--- config.mk ---
export PLATFORM = sky130hd
export DESIGN_NAME = instruction_fetch_ctrl
export DESIGN_NICKNAME = d
export VERILOG_FILES = /design/src/rtl/tpu_ctrl_pkg.sv /design/src/rtl/instruction_fetch_ctrl.sv
export SDC_FILE = /design/constraint.sdc
export NUM_CORES = 1
export LEC_CHECK = 0
export BUFFER_PORTS_ARGS = -buffer_cell sky130_fd_sc_hd__buf_2
export CAP_MARGIN = 40
export CORE_MARGIN = 1
export CORE_UTILIZATION = 52
export CTS_CLUSTER_DIAMETER = 30
export CTS_CLUSTER_SIZE = 28
export DETAILED_ROUTE_END_ITERATION = 8
export PLACE_DENSITY = 0.91
export SYNTH_ARGS = -nofsm -noshare
export SYNTH_HDL_FRONTEND = slang
export SYNTH_SLANG_ARGS = --single-unit
--- constraint.sdc ---
create_clock -name clk -period 3.1 [get_ports clk]
set_clock_uncertainty 0.05 [all_clocks]
set_input_delay 0.155 -clock clk [delete_from_list [all_inputs] [get_ports clk]]
set_output_delay 0.155 -clock clk [all_outputs]
set_load 0.01 [all_outputs]
--- src/rtl/tpu_ctrl_pkg.sv ---
// Shared constants, opcode encodings and fetch FSM states for the TPU control path.
package tpu_ctrl_pkg;

    localparam int unsigned INS_LEN = 54;
    localparam int unsigned ADDR_W  = 10;

    // Opcode occupies the top OPC_W bits of an instruction word.
    localparam int unsigned OPC_W = 4;
    localparam logic [OPC_W-1:0] OP_HALT = 4'hF;
    localparam logic [OPC_W-1:0] OP_JUMP = 4'hE;

    typedef enum logic [1:0] {
        IDLE  = 2'd0,
        RUN   = 2'd1,
        DRAIN = 2'd2
    } fetch_state_e;

endpackage

--- src/rtl/instruction_fetch_ctrl.sv ---
// Fetch sequencer: walks the instruction cache from start_addr, executes HALT/JUMP
// locally and issues all other words to the decoder through a one-entry output register.
module instruction_fetch_ctrl
    import tpu_ctrl_pkg::*;
#(
    parameter int unsigned INS_LEN = tpu_ctrl_pkg::INS_LEN,
    parameter int unsigned ADDR_W  = tpu_ctrl_pkg::ADDR_W,
    parameter int unsigned CNT_W   = 16
) (
    input  logic               clk,
    input  logic               rst_n,
    input  logic               start,
    input  logic [ADDR_W-1:0]  start_addr,
    input  logic               abort,
    output logic               icache_rd_en,
    output logic [ADDR_W-1:0]  icache_rd_addr,
    input  logic [INS_LEN-1:0] icache_rd_data,
    output logic               ins_valid,
    input  logic               ins_ready,
    output logic [INS_LEN-1:0] ins_data,
    output logic               busy,
    output logic               done,
    output logic [ADDR_W-1:0]  pc,
    output logic [CNT_W-1:0]   issued_cnt
);

    fetch_state_e       state_q;
    logic [ADDR_W-1:0]  pc_q;
    logic [CNT_W-1:0]   cnt_q;
    logic               valid_q;
    logic [INS_LEN-1:0] data_q;
    logic               done_q;

    logic               fetch_ok;
    logic               handshake;
    logic [OPC_W-1:0]   opcode;

    assign fetch_ok  = (state_q == RUN) && (!valid_q || ins_ready);
    assign handshake = valid_q && ins_ready;
    assign opcode    = icache_rd_data[INS_LEN-1 -: OPC_W];

    always_ff @(posedge clk or negedge rst_n) begin
        if (!rst_n) begin
            state_q <= IDLE;
            pc_q    <= '0;
            cnt_q   <= '0;
            valid_q <= 1'b0;
            data_q  <= '0;
            done_q  <= 1'b0;
        end else begin
            done_q <= 1'b0;
            if (handshake) begin
                valid_q <= 1'b0;
                if (cnt_q != '1) begin
                    cnt_q <= cnt_q + CNT_W'(1);
                end
            end
            // Abort overrides everything but still lets the handshake above count.
            if (abort) begin
                valid_q <= 1'b0;
                state_q <= IDLE;
            end else begin
                unique case (state_q)
                    IDLE: begin
                        if (start) begin
                            pc_q    <= start_addr;
                            cnt_q   <= '0;
                            state_q <= RUN;
                        end
                    end
                    RUN: begin
                        if (fetch_ok) begin
                            if (opcode == OP_HALT) begin
                                state_q <= DRAIN;
                            end else if (opcode == OP_JUMP) begin
                                pc_q <= icache_rd_data[ADDR_W-1:0];
                            end else begin
                                data_q  <= icache_rd_data;
                                valid_q <= 1'b1;
                                pc_q    <= pc_q + ADDR_W'(1);
                            end
                        end
                    end
                    DRAIN: begin
                        if (!valid_q || ins_ready) begin
                            done_q  <= 1'b1;
                            state_q <= IDLE;
                        end
                    end
                    default: state_q <= IDLE;
                endcase
            end
        end
    end

    assign icache_rd_en   = fetch_ok;
    assign icache_rd_addr = pc_q;
    assign ins_valid      = valid_q;
    assign ins_data       = data_q;
    assign busy           = (state_q != IDLE);
    assign done           = done_q;
    assign pc             = pc_q;
    assign issued_cnt     = cnt_q;

endmodule

# After elaboration in Yosys (flattened, before gate mapping)
# Index checks and enable logic that the tools add are counted.
# word_totals
reg_bits,84
inputBits,69
output_inout_bits,94
elab_cells,58
# classes
n_addsub,2
eq_ne,12
muxes,25
bitwise_logic,3
n_reduce_logical,10
# ops
operator,count
2-to-1 mux 16 bit,5
2-to-1 mux 10 bit,4
one-hot mux 10 bit (2 select lines),1
adder 16 x 1 -> 16 bit (second input constant),1
inequality test 16 bit (second input constant),1
adder 10 x 1 -> 10 bit (second input constant),1
2-to-1 mux 2 bit,5
AND reduction 5 bit,2
2-to-1 mux 1 bit,9
inequality test 3 bit (second input constant),3
equality test 4 bit (second input constant),2
inequality test 2 bit (second input constant),3
one-hot mux 2 bit (3 select lines),1
AND reduction 4 bit,1
nonzero test 2 bit,2
inequality test 3 x 2 -> 1 bit (second input constant),1
NOT 1 bit,3
equality test 2 x 1 -> 1 bit (second input constant),1
equality test 2 bit (second input constant),1
logical AND 1 bit,2
logical NOT 2 bit,1
logical NOT 1 bit,1
logical OR 1 bit,1

# Longest topological paths before layout
# logic_depth
ltp_word,7
ltp_mapped,7
depth_no_buf,6

# Worst setup path before layout
# OpenSTA, ideal clock, no wires.
# synth_timing
path_type,flip-flop to flip-flop
start,reg valid_q (netlist: ins_valid)
end,reg data_q[10] (netlist: ins_data[10])
setup_time_ns,0.125
t_arrival_ns,1.761
required_time_ns,2.925
path_slack_ns,1.165
stages_incl_launch_ff,7
path_buffers,2
synth_period_minus_slack_ns,1.935
path_cell_list,dfrtp_1 nor2b_1 buf_2 or3_4 nor2_8 buf_6 mux2_2
# synth_via
elab_chain_cells,4
# synth_lines
element,line_no,source
from (decl),instruction_fetch_ctrl.sv:30,logic valid_q;
from (signal assigned),instruction_fetch_ctrl.sv:47,valid_q <= 1'b0;
from (signal assigned),instruction_fetch_ctrl.sv:53,valid_q <= 1'b0;
from (signal assigned),instruction_fetch_ctrl.sv:60,valid_q <= 1'b0;
logical NOT 1 bit,instruction_fetch_ctrl.sv:38,assign fetch_ok = (state_q == RUN) && (!valid_q || ins_ready);
logical OR 1 bit,instruction_fetch_ctrl.sv:38,
logical AND 1 bit,instruction_fetch_ctrl.sv:38,
AND reduction 5 bit (no line),-,
to (signal assigned),instruction_fetch_ctrl.sv:78,data_q <= icache_rd_data;
to (decl),instruction_fetch_ctrl.sv:31,logic [INS_LEN-1:0] data_q;
# Every way passes these cells.
# A chain may end at the register's enable or synchronous reset.

# Worst setup path in the final report
# layout_timing
start,reg state_q[1]
end,reg data_q[41] (netlist: ins_data[41])
# layout_via
elab_chain_cells,3
# layout_lines
element,line_no,source
from (decl),instruction_fetch_ctrl.sv:27,fetch_state_e state_q;
from (signal assigned),instruction_fetch_ctrl.sv:44,state_q <= IDLE;
from (signal assigned),instruction_fetch_ctrl.sv:61,state_q <= IDLE;
from (signal assigned),instruction_fetch_ctrl.sv:68,state_q <= RUN;
equality test 2 x 1 -> 1 bit (*),"instruction_fetch_ctrl.sv:38, instruction_fetch_ctrl.sv:63",
logical AND 1 bit,instruction_fetch_ctrl.sv:38,
AND reduction 5 bit (no line) (*),-,
# Every way passes the cells marked *; elsewhere a longest branch is shown, timed or not.

==> reports/results.ini <==
[status]
run_status=finished clean

[clock_tree]
cts_max_path_buffers=2
numCtsBuffers=9
cts.clk_slew.worst_paths_ns=0.08
cts-htree-levels=3
cts_tree=yes
root_buffer=clkbuf_8
post_cts.resized_instances=0
cts_sinks=84
insertion_delay_ns=0.35

[floorplan]
die-height_um=88.92
core.rowCount=31
starting_density_of_the_core_pct=53.88
chipWidth_um=88.92
core-area_um2=7292
top_level_ports=163
fp.dieArea_um2=7907

[synth]
area_of_the_mapped_netlist_um2=3929
synthDistinctLibCells=45
synthXorXnorAreaFrac_pct=3.790
synth_adder_area_share_pct=0.6369
postSynthRegisterBits=84
post_synth_inst_count=331
synth_nets=402
dominantRegCellSynth=dfrtp_1
yosysSeqAreaShare_pct=53.50
synth_area_per_cell_um2=11.87
post_synth_and_or_nand_nor_area_fraction_pct=12.64
synth_compound_gate_area_share_pct=8.758
yosysWarningCount=0
muxShareOfSynthArea_pct=16.24
synth_top_family_by_area=multiplexers
postSynth.asyncResetShare_pct=100.0
synth_edf_count=0

[timing]
final_hold_vio_count=0
transition_time_of_the_tightest_slew_check_pin_ns=0.5842
hold_slack_ns=0.009963
tns_ns=0
setup_viol=0
final.period_utilization_pct=73.36
timing.max_slew.rel_slack_pct=60.85
max_freq_mhz=439.8
drv_slew=0
finalWorstSetupSlack_ns=0.8260
rsz0062_at_grt=no
layout_min_cycle_time_ns=2.274

[grt]
vias_in_the_first_global_route=3413
grt_pass1_wl_um=16090
gr-usage-all-layers_pct=27.07
grt_start_max_net_pins=57
globalRoute.totalOverflow=0
grt_antenna_before_repair=0

[route]
drt_first_pass_iters=4
routed_wire_length_per_instance_um=16.32
routed_via_density=5.481
antenna_violating_nets_post_route=0
drt_first_iter_violations=127
routed-via-count=3464
totalWireLength_um=10320
drcViolationCount=0

[setup_path]
worst-endpoint-required_ns=3.28
internal_reg_to_reg_setup_slack_ns=0.83
path_max_fanout=54
start_kind=flip-flop
path_class=flip-flop to flip-flop
setup.worst_path.end_class=flip-flop
arrival_ns=2.45

[cells_and_area]
final_common_cell=buf_2
layout.cells.non_filler=632
layout.cells.most_common_list=buf_2, dfrtp_1, dlygate4sd3_1
diodes=0
syn2layout_area_growth_pct=38.22
multi_input_area_um2=1653
layout-drive-gt1-share_pct=42.40
total_number_of_nets_in_the_final_design=600
final_core_util_pct=74.47
fillerInstances=507
final_design_area_no_fill_um2=5430
seq_area_um2=2102

[worst_hold_path]
hold_class=primary input to flip-flop

[power]
report.power.total_mw=3.508
power.density_nw_per_um2=646.1
leakage_nw=2.570
ir_drop_uv=477.3

[place]
detailedPlace.worstSlack_ns=0.8876
place.port_buffers=162
placed_cells_incl_taps=574
dp_hpwl_um=6602
gp_congestion=0.8807
detailed_place.area_um2=4770

[run]
max-cap-violations=0

[registers in the layout (all words and copies together), names as in the netlist]
name / cells
state_q: 2
icache_rd_addr: 10
done: 1
issued_cnt: 16
ins_data: 54
ins_valid: 1
[synthesized netlist by cell type (3+ instances only)]
| library cell | number | area, um^2 |
|---|---|---|
| a21oi_1 | 19 | 95.09 |
| buf_2 | 4 | 20.02 |
| and3_1 | 7 | 43.79 |
| and4_1 | 3 | 26.28 |
| nor3b_1 | 3 | 22.52 |
| o22ai_1 | 3 | 18.77 |
| a31oi_1 | 5 | 31.28 |
| nand3_1 | 9 | 45.04 |
| xor2_1 | 6 | 52.55 |
| mux2i_1 | 3 | 30.03 |
| nor2_1 | 30 | 112.6 |
| xnor2_1 | 11 | 96.34 |
| nand2b_1 | 3 | 18.77 |
| o21ai_0 | 11 | 55.05 |
| nor3_1 | 6 | 30.03 |
| a21o_1 | 3 | 22.52 |
| mux2_2 | 40 | 450.4 |
| clkbuf_1 | 4 | 15.01 |
| dfrtp_1 | 84 | 2102 |
| buf_6 | 5 | 56.30 |
| nand4_1 | 8 | 50.05 |
| a211oi_1 | 3 | 22.52 |
| nand2_1 | 12 | 45.04 |
| buf_4 | 10 | 75.07 |
| mux2_1 | 14 | 157.7 |
[final timing paths]
check,startpoint,end,depth (start not counted)
setup / recovery,state_q[1],ins_data[41],5
hold / removal,icache_rd_data[5],ins_data[5],2
setup reg to reg,state_q[1],ins_data[41],5
hold reg to reg,ins_data[29],ins_data[29],1
max in group asynchronous,rst_n,ins_data[5],3
min in group asynchronous,rst_n,ins_data[26],2
[layout make-up]
cell class	count	area share [%]
Sequential cell	84	38.71
Multi-Input combinational cell	222	30.44
Timing Repair Buffer	210	24.19
Clock buffer	11	2.419
Tap cell	99	2.281
Clock inverter	4	1.820
Inverter	2	0.1382
[what timing repair did]
item                                   CTS  global route
setup buffers                            0             0
hold buffers                            40             3
endpoints found under the hold margin   67             3
[per-layer routing]
metal	share of wire [%]	GRT usage [%]	wire [um]
met1	40	32.76	4111
met3	5.6	5.910	581
met5	0	0	0
met4	3.7	12.90	386
met2	51	46.22	5235
[cell families (layout without fill, tap and decap cells)]
| kind of cell | Yosys count | count (layout) |
|---|---|---|
| buf+inv | 25 | 227 |
| mux | 57 | 57 |
| compound gates | 53 | 53 |
| fa+ha+maj | 2 | 2 |
| simple gates | 93 | 93 |
| flops | 84 | 84 |
| xor+xnor | 17 | 17 |
[power by group]
part           internal (mW)  switching, mW
registers               1.37          0.194
clock network          0.533          0.378
logic                  0.524          0.511
total                   2.43           1.08
[critical path: stages (launching register included)]
cell and delay, ns:
dfrtp_1 0.44, nand2b_1 0.40, or3_4 0.48, nor2_8 0.10
buf_12 0.26, mux2_2 0.38
(Power assumes the default switching activity.)
